`src/rtl/piano_keyboard_display.sv`:
```
// Piano keyboard pixel generator: draws NUM_KEYS keys per line at a
// frame-latched offset, lighting each key for HOLD_FRAMES after a hit.
module piano_keyboard_display #(
    parameter int         NUM_KEYS    = 8,
    parameter int         KEY_W       = 38,
    parameter int         GAP         = 2,
    parameter int         KEY_H       = 136,
    parameter int         HOLD_FRAMES = 15,
    parameter logic [2:0] KEY_COLOR   = 3'b111,
    parameter logic [2:0] LIT_COLOR   = 3'b100
) (
    input  logic                clk_lcd,
    input  logic                rst_n,
    input  logic                flagh,
    input  logic                flagv,
    input  logic                rgb_en,
    input  logic [9:0]          hcount_reg,
    input  logic [8:0]          Vcount_reg,
    input  logic [9:0]          offset,
    input  logic [NUM_KEYS-1:0] key_hit,
    output logic                data_RED,
    output logic                data_GREEN,
    output logic                data_BLUE
);

    localparam int TW   = $clog2(HOLD_FRAMES + 1);
    localparam int IW   = (NUM_KEYS > 1) ? $clog2(NUM_KEYS) : 1;
    localparam int CMAX = (KEY_W > GAP) ? ((KEY_W > 2) ? KEY_W : 2)
                                        : ((GAP > 2) ? GAP : 2);
    localparam int CW   = $clog2(CMAX);

    localparam logic [CW-1:0] KEY_LAST = CW'(KEY_W - 1);
    localparam logic [CW-1:0] GAP_LAST = CW'(GAP - 1);
    localparam logic [IW-1:0] IDX_LAST = IW'(NUM_KEYS - 1);
    localparam logic [TW-1:0] HOLD_LD  = TW'(HOLD_FRAMES);

    typedef enum logic [1:0] {
        S_IDLE,
        S_KEY,
        S_GAP,
        S_DONE
    } state_t;

    state_t        state, state_n, st_e;
    logic [IW-1:0] idx, idx_n, idx_e;
    logic [CW-1:0] col, col_n, col_e;

    logic                flagv_q;
    logic                tick;
    logic [9:0]          offset_q;
    logic [TW-1:0]       timer [NUM_KEYS];
    logic [NUM_KEYS-1:0] lit;
    logic                match;
    logic                in_rows;
    logic [2:0]          rgb_d;
    logic [2:0]          rgb_q;

    assign tick    = flagv_q & ~flagv;
    assign match   = flagh & flagv & (hcount_reg == offset_q);
    assign in_rows = 32'(Vcount_reg) < KEY_H;

    always_ff @(posedge clk_lcd or negedge rst_n) begin
        if (!rst_n) begin
            flagv_q  <= 1'b0;
            offset_q <= '0;
        end else begin
            flagv_q <= flagv;
            if (tick)
                offset_q <= offset;
        end
    end

    // A hit in the same cycle as the frame tick reloads rather than decrements.
    always_ff @(posedge clk_lcd or negedge rst_n) begin
        if (!rst_n) begin
            for (int i = 0; i < NUM_KEYS; i++)
                timer[i] <= '0;
        end else begin
            for (int i = 0; i < NUM_KEYS; i++) begin
                if (key_hit[i])
                    timer[i] <= HOLD_LD;
                else if (tick && timer[i] != '0)
                    timer[i] <= timer[i] - 1'b1;
            end
        end
    end

    always_comb begin
        for (int i = 0; i < NUM_KEYS; i++)
            lit[i] = (timer[i] != '0);
    end

    always_ff @(posedge clk_lcd or negedge rst_n) begin
        if (!rst_n) begin
            state <= S_IDLE;
            idx   <= '0;
            col   <= '0;
        end else begin
            state <= state_n;
            idx   <= idx_n;
            col   <= col_n;
        end
    end

    // The offset match cycle is itself pixel 0 of key 0, so it is
    // folded in as an effective KEY state before advancing the counters.
    always_comb begin
        st_e  = state;
        idx_e = idx;
        col_e = col;
        if (state == S_IDLE && match) begin
            st_e  = S_KEY;
            idx_e = '0;
            col_e = '0;
        end
        state_n = st_e;
        idx_n   = idx_e;
        col_n   = col_e;
        unique case (st_e)
            S_IDLE: begin
            end
            S_KEY: begin
                if (col_e == KEY_LAST) begin
                    col_n = '0;
                    if (idx_e == IDX_LAST)
                        state_n = S_DONE;
                    else if (GAP > 0)
                        state_n = S_GAP;
                    else
                        idx_n = idx_e + 1'b1;
                end else begin
                    col_n = col_e + 1'b1;
                end
            end
            S_GAP: begin
                if (col_e == GAP_LAST) begin
                    state_n = S_KEY;
                    idx_n   = idx_e + 1'b1;
                    col_n   = '0;
                end else begin
                    col_n = col_e + 1'b1;
                end
            end
            S_DONE: begin
            end
            default: state_n = S_IDLE;
        endcase
        if (!flagh) begin
            state_n = S_IDLE;
            idx_n   = '0;
            col_n   = '0;
        end
    end

    always_comb begin
        rgb_d = 3'b000;
        if (flagh && flagv && in_rows && st_e == S_KEY)
            rgb_d = lit[idx_e] ? LIT_COLOR : KEY_COLOR;
    end

    always_ff @(posedge clk_lcd or negedge rst_n) begin
        if (!rst_n) begin
            rgb_q      <= 3'b000;
            data_RED   <= 1'b0;
            data_GREEN <= 1'b0;
            data_BLUE  <= 1'b0;
        end else begin
            rgb_q <= rgb_d;
            if (rgb_en)
                {data_RED, data_GREEN, data_BLUE} <= rgb_q;
        end
    end

endmodule

```
`config.mk`:
```
export PLATFORM = sky130hd
export DESIGN_NAME = piano_keyboard_display
export DESIGN_NICKNAME = d
export VERILOG_FILES = /design/src/rtl/piano_keyboard_display.sv
export SDC_FILE = /design/constraint.sdc
export NUM_CORES = 1
export LEC_CHECK = 0
export ABC_AREA = 1
export BUFFER_PORTS_ARGS = -buffer_cell sky130_fd_sc_hd__buf_2
export CAP_MARGIN = 20
export CORE_ASPECT_RATIO = 1.1
export CORE_MARGIN = 5
export CORE_UTILIZATION = 30
export DETAILED_ROUTE_END_ITERATION = 16
export GPL_ROUTABILITY_DRIVEN = 0
export SLEW_MARGIN = 20
export SYNTH_ARGS = -nofsm -noshare
export SYNTH_HDL_FRONTEND = slang
export SYNTH_SLANG_ARGS = --single-unit
```
`constraint.sdc`:
```
create_clock -name clk_lcd -period 2.82 [get_ports clk_lcd]
set_input_delay 0.423 -clock clk_lcd [delete_from_list [all_inputs] [get_ports clk_lcd]]
set_output_delay 0.423 -clock clk_lcd [all_outputs]
set_load 0.05 [all_outputs]
```
==> results.sh <==
export IMPL_min_path_type="in -> async"
export IMPL_grt_pass1_vias=2772
export IMPL_io_pin_count=45
export IMPL_grt_pass1_wl_mm=12.2
export IMPL_grt_start_max_net_pins=26
export IMPL_crit_required_ns=3.08
export IMPL_cts_sinks=58
export IMPL_post_cts_resized=0
export IMPL_sw_frac_of_total=0.263
export IMPL_fin_crit_sh=0.871
export IMPL_clk_pin_slew_worst_paths_ns=0.06
export IMPL_peakVddDrop_uv=269
export IMPL_cts_tree="built"
export IMPL_critPathMaxFanout=4
export IMPL_critPathLaunchType="register"
export IMPL_yosysMostFrequentCell="nand2_1"
export IMPL_ys_top_cells_by_area="dfrtp_1 (43%), nand2_1 (11%), inv_1 (9.8%)"
export IMPL_synthCells=441
export IMPL_ys_types=31
export IMPL_dpl_hpwl_mm=5.42
export IMPL_synth_area_um2=3380
export IMPL_synth_ff_type="dfrtp_1"
export IMPL_initial_core_util=0.308
export IMPL_rsz0062_at_grt="no"
export IMPL_firstDrtPassIters=4
export IMPL_layout_drive_gt1_share=0.157
export IMPL_postCtsHoldBufs=0
export IMPL_dp_cells=629
export IMPL_vias=2897
export IMPL_overflow=0
export IMPL_synth_enable_flop_cells=0
export IMPL_ys_seq_area_frac=0.430
export IMPL_n_antenna_cell=0
export IMPL_portBuffers=41
export IMPL_worstSkewPairLatency_ns=0.33
export IMPL_syn_nets=505
export IMPL_p_leak_uw=0.00220
export IMPL_route_antenna_remaining_nets=0
export IMPL_area_growth_pct=20.1
export IMPL_relSlewSlack=0.510
export IMPL_drv_slew=0
export IMPL_nets=557
export IMPL_die_y_um=121
export IMPL_coreArea_um2=11000
export IMPL_drt_iter0_drc=123
export IMPL_layoutNonFillerInstCount=645
export IMPL_htree_levels=3
export IMPL_cts_setup_buffers=0
export IMPL_setup_viol=0
export IMPL_syn_avg_cell_area_um2=7.66
export IMPL_synth_top_area_share=0.430
export IMPL_track_usage=0.109
export IMPL_clock_root_buffer="clkbuf_16"
export IMPL_dieArea_um2=13500
export IMPL_max_freq_mhz=407
export IMPL_die_x_um=111
export IMPL_cp_end_kind="register"
export IMPL_status="complete, no violations"
export IMPL_yosysWarnings=0
export IMPL_p_int_uw=1540
export IMPL_p_clk_frac=0.482
export IMPL_wl_per_cell_um=10.9
export IMPL_cp_data_arrival_time_ns=2.72
export IMPL_hold_viol=0
export IMPL_netlist_top_cells_count="nand2_1 (96), inv_1 (88), dfrtp_1 (58), o21ai_0 (38), nand3_1 (37)"
export IMPL_yosysTopAreaCell="dfrtp_1"
export IMPL_drv_cap=0
export IMPL_remaining_drc_errors=0
export IMPL_antenna_found_initial=0
export IMPL_period_needed_ns=2.46
export IMPL_fin_skew_ns=0.00732
export IMPL_wl_mm=7.03
export IMPL_clock_path_buffers=2
export IMPL_via_per_inst=4.49
export IMPL_ys_ff_latch=58
export IMPL_pwr_share_comb=0.093
export IMPL_worstMarginPinSlew_ns=0.717
export IMPL_rows=40
export IMPL_synthArstFlopShare=1.00
export IMPL_crit_type="reg -> reg"
export IMPL_pwr_share_seq=0.425
export IMPL_switchingPower_uw=549
export IMPL_fin_setup_tns_ns=0
export IMPL_cts_buffers=9
export IMPL_powerDensity_nw_per_um2=514
[path summary, 6_finish.rpt]
kind | cells after the start | end | startpoint | slack, ns
worst max-delay path | 13 | rgb_q[1] | offset_q[0] | 0.36
worst min-delay path | 1 | timer[17] | rst_n | 0.03
worst max register to register | 13 | rgb_q[1] | offset_q[0] | 0.36
worst min register to register | 2 | timer[18] | timer[18] | 0.49
max in group asynchronous | 2 | state[1] | rst_n | 2.09
min in group clk_lcd | 1 | flagv_q | flagv | 0.24
[cells in the final DEF (no fill, tap or decap), types with 3 or more instances in the layout]
master | synthesis | routed
dfrtp_1 | 58 | 58
clkinv_4 | 0 | 3
o21ai_0 | 38 | 38
nor2_1 | 29 | 29
o21ai_1 | 4 | 4
buf_2 | 1 | 41
nand3_1 | 37 | 37
ha_1 | 22 | 22
nor3_1 | 4 | 4
nand2_1 | 96 | 96
or3b_1 | 3 | 3
clkbuf_16 | 0 | 9
buf_4 | 1 | 6
inv_1 | 88 | 88
nand3_2 | 3 | 3
a21oi_1 | 32 | 32
inv_2 | 3 | 3
[final cells by class]
| class | instances | area, µm² |
|---|---|---|
| tap | 147 | 184 |
| fill | 1114 | 6900 |
| clock buffer | 9 | 225 |
| timing repair buffer | 47 | 250 |
| multi-input combinational | 286 | 1550 |
| inverter | 91 | 342 |
| clock inverter | 7 | 55.1 |
| sequential | 58 | 1450 |
[layer usage]
metal  global-route usage  wire (µm)
met1                0.138       3290
met5                    0          0
met2                0.176       3240
met4               0.0449        102
met3               0.0279        400
[cells by family after synthesis]
group	share of synthesized area
flops	0.430
fa+ha+maj	0.0815
mux	0.00667
xor+xnor	0.00778
simple gates	0.236
buf+inv	0.112
compound gates	0.127
[worst max-delay path, stage by stage (launching register included)]
cell       delay [ns]
dfrtp_1          0.40
xnor2_1          0.15
nand2_1          0.06
nor2_1           0.14
nand3_2          0.12
inv_2            0.11
nor2_1           0.06
inv_1            0.07
ha_1             0.20
inv_1            0.08
a2111oi_0        0.64
buf_4            0.23
nand2_1          0.05
nor2_1           0.09
[sequential cells by signal, summed over array words and instances, names as in the netlist]
signal      count
timer          32
offset_q       10
col             6
idx             3
rgb_q           2
state           2
data_GREEN      1
data_RED        1
flagv_q         1
[power groups by stage]
stage | sequential [µW] | combinational, µW | clock, µW
5_1_grt | 889 | 228 | 1060
4_1_cts | 885 | 198 | 1030
3_5_place_dp | 900 | 197 | 0
6_report | 886 | 194 | 1010
3_3_place_gp | 899 | 193 | 0
2_1_floorplan | 897 | 115 | 0
[per-stage QoR]
| stage | area (µm²) | hold WS, ns | total power (µW) | setup slack [ns] | utilization |
|---|---|---|---|---|---|
| 2_1_floorplan | 3380 | 0.127 | 1010 | 0.666 | - |
| 3_3_place_gp | 3780 | 0.385 | 1090 | 0.104 | 0.345 |
| 3_5_place_dp | 3780 | 0.386 | 1100 | 0.116 | 0.345 |
| 4_1_cts | 4060 | 0.0398 | 2120 | 0.218 | 0.370 |
| 5_1_grt | 4060 | 0.0659 | 2180 | 0.0886 | 0.370 |
| 6_report | 4060 | 0.0282 | 2090 | 0.364 | 0.370 |
Note: power is estimated with default switching activity, not from simulation.
